**src/rtl/snake_display_pkg.sv**
```systemverilog
`default_nettype none
// ============================================================================
// Module      : snake_display_pkg
// Description : Shared constants for the score display: active-low seven
//               segment encodings {dp,g,f,e,d,c,b,a}, digit count and the
//               active-low anode enable table indexed by strobe slot.
// Revision    : 1.0 - initial release
// ============================================================================
package snake_display_pkg;

  localparam int NUM_DIGITS = 4;

  // Active-low segment patterns, decimal point always off (bit 7 high)
  localparam logic [7:0] SEG_0     = 8'hC0;
  localparam logic [7:0] SEG_1     = 8'hF9;
  localparam logic [7:0] SEG_2     = 8'hA4;
  localparam logic [7:0] SEG_3     = 8'hB0;
  localparam logic [7:0] SEG_4     = 8'h99;
  localparam logic [7:0] SEG_5     = 8'h92;
  localparam logic [7:0] SEG_6     = 8'h82;
  localparam logic [7:0] SEG_7     = 8'hF8;
  localparam logic [7:0] SEG_8     = 8'h80;
  localparam logic [7:0] SEG_9     = 8'h90;
  localparam logic [7:0] SEG_DASH  = 8'hBF;
  localparam logic [7:0] SEG_BLANK = 8'hFF;

  // Anode enables per slot, active-low, exactly one digit driven per slot
  localparam logic [3:0] ANODE_TABLE [0:NUM_DIGITS-1] = '{
    4'b1110,
    4'b1101,
    4'b1011,
    4'b0111
  };

endpackage : snake_display_pkg
`default_nettype wire

```
**src/rtl/seven_seg_decoder.sv**
```systemverilog
`default_nettype none
// ============================================================================
// Module      : seven_seg_decoder
// Description : Combinational BCD digit to active-low seven-segment pattern.
//               Blank has priority over dash, dash over the digit value.
// Revision    : 1.0 - initial release
// ============================================================================
module seven_seg_decoder
  import snake_display_pkg::*;
(
  input  logic [3:0] i_digit,
  input  logic       i_blank,
  input  logic       i_dash,
  output logic [7:0] o_seg
);

  // Blank beats dash beats digit; out-of-range digits show nothing
  always_comb begin
    o_seg = SEG_BLANK;
    if (i_blank) begin
      o_seg = SEG_BLANK;
    end else if (i_dash) begin
      o_seg = SEG_DASH;
    end else begin
      case (i_digit)
        4'd0:    o_seg = SEG_0;
        4'd1:    o_seg = SEG_1;
        4'd2:    o_seg = SEG_2;
        4'd3:    o_seg = SEG_3;
        4'd4:    o_seg = SEG_4;
        4'd5:    o_seg = SEG_5;
        4'd6:    o_seg = SEG_6;
        4'd7:    o_seg = SEG_7;
        4'd8:    o_seg = SEG_8;
        4'd9:    o_seg = SEG_9;
        default: o_seg = SEG_BLANK;
      endcase
    end
  end

endmodule : seven_seg_decoder
`default_nettype wire

```
**src/rtl/score_display.sv**
```systemverilog
`default_nettype none
// ============================================================================
// Module      : score_display
// Description : Shows the 4-bit game score in decimal on a 4-digit
//               common-anode multiplexed seven-segment display. A prescaler
//               produces one tick per REFRESH_DIV clocks; each tick advances
//               the 2-bit strobe slot. The score is latched at frame start
//               (slot 0) so a frame never mixes two scores.
//               Optional macro SCORE_DISPLAY_BLINK_EN: blink the display
//               while the latched score equals MAX_SCORE.
// Revision    : 1.0 - initial release
// ============================================================================
module score_display
  import snake_display_pkg::*;
#(
  parameter int REFRESH_DIV = 50000,
  parameter int MAX_SCORE   = 10,
  parameter int BLINK_TICKS = 250
) (
  input  logic       CLK,
  input  logic       RESET_N,
  input  logic [3:0] SCORE,
  output logic [1:0] STROBE_COUNTER,
  output logic [3:0] SEG_SELECT,
  output logic [7:0] HEX_OUT
);

  localparam int              PRE_W       = (REFRESH_DIV > 1) ? $clog2(REFRESH_DIV) : 1;
  localparam logic [PRE_W-1:0] c_pre_last = PRE_W'(REFRESH_DIV - 1);
  localparam logic [3:0]      c_max_score = 4'(MAX_SCORE);

  // Refuse to elaborate with a prescaler or blink period that cannot work
  if (REFRESH_DIV < 2 || BLINK_TICKS < 1) begin : g_param_check
    $error("score_display: REFRESH_DIV must be >= 2 and BLINK_TICKS >= 1");
  end

  logic [PRE_W-1:0] r_prescaler;
  logic [1:0]       r_strobe;
  logic [3:0]       r_latched;
  logic [3:0]       r_seg_select;
  logic [7:0]       r_hex;

  logic             w_tick;
  logic [1:0]       w_slot_next;
  logic [3:0]       w_latch_next;
  logic             w_over;
  logic             w_ge10;
  logic [3:0]       w_ones;
  logic [3:0]       w_dec_digit;
  logic             w_dec_blank;
  logic             w_dec_dash;
  logic [7:0]       w_dec_seg;
  logic             w_blink_phase_next;

  assign w_tick      = (r_prescaler == c_pre_last);
  assign w_slot_next = r_strobe + 2'd1;

  // A new score is only taken on the tick that starts a frame; the display
  // registers load on that same edge, so they decode from the next value.
  assign w_latch_next = (w_tick && (w_slot_next == 2'd0)) ? SCORE : r_latched;

  // Binary to two-digit decimal; scores above the legal range show dashes
  assign w_over = (w_latch_next > c_max_score);
  assign w_ge10 = (w_latch_next >= 4'd10);
  assign w_ones = w_ge10 ? (w_latch_next - 4'd10) : w_latch_next;

  // Prescaler, strobe slot and frame-boundary score latch
  always_ff @(posedge CLK) begin
    if (!RESET_N) begin
      r_prescaler <= '0;
      r_strobe    <= 2'd0;
      r_latched   <= 4'd0;
    end else begin
      r_prescaler <= w_tick ? '0 : (r_prescaler + PRE_W'(1));
      if (w_tick) begin
        r_strobe <= w_slot_next;
      end
      r_latched <= w_latch_next;
    end
  end

`ifdef SCORE_DISPLAY_BLINK_EN
  localparam int              BC_W      = (BLINK_TICKS > 1) ? $clog2(BLINK_TICKS) : 1;
  localparam logic [BC_W-1:0] c_bc_last = BC_W'(BLINK_TICKS - 1);

  logic [BC_W-1:0] r_blink_cnt;
  logic            r_blink_phase;
  logic [BC_W-1:0] w_blink_cnt_next;

  // Blink runs only while the score sits at the maximum, otherwise it is parked
  always_comb begin
    w_blink_cnt_next   = r_blink_cnt;
    w_blink_phase_next = r_blink_phase;
    if (w_latch_next != c_max_score) begin
      w_blink_cnt_next   = '0;
      w_blink_phase_next = 1'b0;
    end else if (w_tick) begin
      if (r_blink_cnt == c_bc_last) begin
        w_blink_cnt_next   = '0;
        w_blink_phase_next = ~r_blink_phase;
      end else begin
        w_blink_cnt_next   = r_blink_cnt + BC_W'(1);
      end
    end
  end

  // Blink tick counter and phase
  always_ff @(posedge CLK) begin
    if (!RESET_N) begin
      r_blink_cnt   <= '0;
      r_blink_phase <= 1'b0;
    end else begin
      r_blink_cnt   <= w_blink_cnt_next;
      r_blink_phase <= w_blink_phase_next;
    end
  end
`else
  assign w_blink_phase_next = 1'b0;
`endif

  // Choose what the slot being entered should show
  always_comb begin
    w_dec_digit = 4'd0;
    w_dec_blank = 1'b1;
    w_dec_dash  = 1'b0;
    case (w_slot_next)
      2'd0: begin
        w_dec_digit = w_ones;
        w_dec_blank = 1'b0;
        w_dec_dash  = w_over;
      end
      2'd1: begin
        w_dec_digit = 4'd1;
        w_dec_blank = ~w_ge10 & ~w_over;
        w_dec_dash  = w_over;
      end
      default: ;
    endcase
    if (w_blink_phase_next) begin
      w_dec_blank = 1'b1;
    end
  end

  seven_seg_decoder u_decoder (
    .i_digit (w_dec_digit),
    .i_blank (w_dec_blank),
    .i_dash  (w_dec_dash),
    .o_seg   (w_dec_seg)
  );

  // Anode and segment registers load together on each tick
  always_ff @(posedge CLK) begin
    if (!RESET_N) begin
      r_seg_select <= 4'b1111;
      r_hex        <= SEG_BLANK;
    end else if (w_tick) begin
      r_seg_select <= ANODE_TABLE[w_slot_next];
      r_hex        <= w_dec_seg;
    end
  end

  assign STROBE_COUNTER = r_strobe;
  assign SEG_SELECT     = r_seg_select;
  assign HEX_OUT        = r_hex;

endmodule : score_display
`default_nettype wire
```
**config.mk**
```make
export PLATFORM = sky130hd
export DESIGN_NAME = score_display
export DESIGN_NICKNAME = d
export VERILOG_FILES = /design/src/rtl/snake_display_pkg.sv /design/src/rtl/seven_seg_decoder.sv /design/src/rtl/score_display.sv
export SDC_FILE = /design/constraint.sdc
export NUM_CORES = 1
export LEC_CHECK = 0
export BUFFER_PORTS_ARGS = -buffer_cell sky130_fd_sc_hd__buf_2
export CORE_UTILIZATION = 50
export CTS_BUF_LIST = sky130_fd_sc_hd__clkbuf_8
export DETAILED_ROUTE_END_ITERATION = 6
export GPL_ROUTABILITY_DRIVEN = 0
export PLACE_DENSITY = 0.77
export RECOVER_POWER = 50
export SLEW_MARGIN = 30
export SYNTH_ARGS = -nofsm -noshare
export SYNTH_HDL_FRONTEND = slang
export SYNTH_SLANG_ARGS = --single-unit
```
**constraint.sdc**
```tcl
create_clock -name CLK -period 3.3 [get_ports CLK]
set_input_delay 0.66 -clock CLK [delete_from_list [all_inputs] [get_ports CLK]]
set_output_delay 0.66 -clock CLK [all_outputs]
set_load 0.02 [all_outputs]
```
==> summary.txt <==
Critical path
  – Crit path capture type: flip-flop
  – Crit path DAT: about 3200 ps
  – Worst Path Required: 3460 ps
  – Slowest-stage cell, CP: or4_1
  – CP delay by family, top: simple AND/OR/NAND/NOR gates
  – Worst setup SP type: flip-flop
  – CP dominant cell by count: a21oi_1
  – Crit-path max cell delay: roughly 560 ps
  – Critical-path cell list: or4b_4 -> or4_1 -> mux2_1 -> a21oi_1 -> nor2_1 -> ha_1 -> nor2b_1 -> a211oi_1 -> o22a_1 -> a21oi_1 -> a41oi_1
  – Critical path buffers and inverters: 0
  – CP max FO: 3
  – CP Class: reg2reg

Timing
  – Hold Violations, Final: 0
  – Final period utilization: between 90% and 100%
  – RSZ-0062 raised after global routing: false
  – Fin crit period: a little over 3000 ps
  – Peak Freq: 329 MHz
  – Final clock skew: between 10 and 15 ps
  – Max-slew violations: 0
  – Slew margin rel.: around 64%
  – Hold_ws: 447 ps
  – Setup Viol. Count Final: 0
  – Setup TNS: 0 ps
  – Slew @ Worst Pin: 534 ps

Global route
  – Vias in the first global route: 1,461
  – First-pass GRT wire length: around 6300 microns
  – Grt ovf: 0
  – GRT Total Usage: between 20% and 30%
  – Largest net degree at the start of global routing: 17
  – Initial antenna violation count: 0

Finish
  – Fillers: between 300 and 400
  – Layout cell share with drive strength beyond 1: 8.16%
  – Final non-filler cell area: roughly 2100 sq um
  – Synth-to-Final Area Change: 9.42%
  – Post-Layout Cell Count: between 200 and 300
  – Diode count: 0
  – Nets@finish: 260

Hold path
  – HP Class: reg2reg

Synthesis
  – Ys Warns: 0
  – Synth top area share: between 30% and 40%
  – Top-count cell post-synth: dfxtp_1
  – Predominant post-synthesis flop cell: dfxtp_1
  – Post-synth top cells: dfxtp_1 (33), nor2_1 (27), nand2_1 (25)
  – Synthesized flop and latch total: 33
  – Mapped Area: ~1900 sq um
  – Post-synth EDFFs: 0
  – Unique masters post-synth: 50
  – Area contributors post-synth: dfxtp_1 (35%), ha_1 (6.6%), nor2_1 (5.4%)
  – Post-Syn Area per Cell: 8.31 sq um
  – Total nets after synthesis: roughly 240
  – Cells after Synth: about 230
  – Asr flop ratio synth: 0%
  – Synth area leader: dfxtp_1
  – Seq/Total Area, Yosys: 35.0%

Detailed routing
  – # DRC: 0
  – Drt total wl: 3670 microns
  – ANT nets after route: 0
  – Via count: approximately 1.6k
  – Wire per inst: 12.6 microns
  – Initial DRC Count: between 70 and 80
  – Via/cell ratio: roughly 5.4
  – DRT Pass-1 Iters: 4

Clock network
  – Clock sinks: 33
  – Clk_lat worst skew: 290 ps
  – TritonCTS clock tree: built
  – Clock root buffer: clkbuf_8
  – CTS buffer count: 5
  – Post-cts hold buffer count: 0
  – Post-CTS sizing: 0
  – H-tree level count: 2
  – Clk slew on worst S/H paths: approximately 80 ps
  – Clock Path Buffers: 2
  – Post-CTS setup buffer count: 0

Placed design
  – Placed Area: between 2000 and 2500 sq um
  – DP Cell Count: roughly 280
  – Hpwl dp: approximately 2700 microns
  – PortBufs: 18

Floorplan
  – Row count: 21
  – Die Wd: 63.4 microns
  – Initial core utilization: between 50 and 60%
  – Core box area: between 3000 and 4000 sq um
  – Die Area: approximately 4000 sq um
  – I/O Pins: 20
  – Height of the die: approximately 63 microns

Power
  – Peak supply drop: 0.180 mV
  – Power per cell area: 351 nW/um^2
  – Pleak: 0.000780 uW

Run
  – Max Cap Viol: 0

Outcome
  – Status: complete, no violations
[worst paths after layout]
kind | startpoint | to | slack [ps] | cells after the start
max | r_prescaler[10] | HEX_OUT[6] | 260 | 11
max reg2reg | r_prescaler[10] | HEX_OUT[6] | 260 | 11
min reg2reg | r_prescaler[0] | r_prescaler[0] | 450 | 1
min | r_prescaler[0] | r_prescaler[0] | 450 | 1
[cells by family after synthesis]
family                   synth area share [%]
adder cells (fa/ha/maj)                  6.64
multiplexers                             2.99
AND/OR/NAND/NOR                          27.1
other                                   0.199
flip-flops                               35.0
XOR/XNOR                                 7.43
AO/OA/AOI/OAI                            16.3
buffers and inverters                    4.38
[area by class of cell]
class                           instances  area [sq um]  share of cell area, %
Clock inverter                          3          13.8                  0.667
Multi-Input combinational cell        175          1130                   54.9
Tap cell                               46          57.6                   2.79
Inverter                                6          22.5                   1.09
Timing Repair Buffer                   23           108                   5.22
Clock buffer                            5          68.8                   3.34
Sequential cell                        33           661                   32.0
[metal layers]
metal / part of all wire (%) / track usage (%)
met1: 49 / 25.1
met2: 45 / 32.4
met3: 4.2 / 4.89
met4: 1.7 / 8.81
met5: 0 / 0
[stage by stage]
step	power, uW	util, %	setup slack, ps
after floorplan	433	-	208
after global placement	442	58.0	343
after detailed placement	443	58.0	276
after CTS	734	60.4	277
after global routing	754	59.5	59.8
final	724	59.5	257
[power by group]
part           total [uW]  internal, uW  switching [uW]
logic                29.9          11.5            18.4
clock network         291           143             148
registers             404           401            2.22
[sequential cells by signal, summed over array words and instances, names as in the netlist]
register and count:
r_prescaler 16, HEX_OUT 7, SEG_SELECT 4, r_latched 4, STROBE_COUNTER 2
[placed cells by master, fill, tap and decap left out, types with 3 or more instances in the layout]
master / instances
a211oi_1: 4
nor2b_1: 5
clkbuf_1: 14
and3_1: 4
and2_1: 3
nand2_1: 25
a31oi_1: 4
xor2_1: 7
xnor2_1: 9
nor3_1: 3
mux2i_1: 3
o21ai_0: 7
clkbuf_8: 5
dfxtp_1: 33
inv_1: 7
buf_4: 4
nor2_1: 27
o211ai_1: 4
ha_1: 10
buf_2: 5
a21oi_1: 11
nand4_1: 4
nand2b_1: 8
No activity file was read; power rests on OpenSTA's default activity.
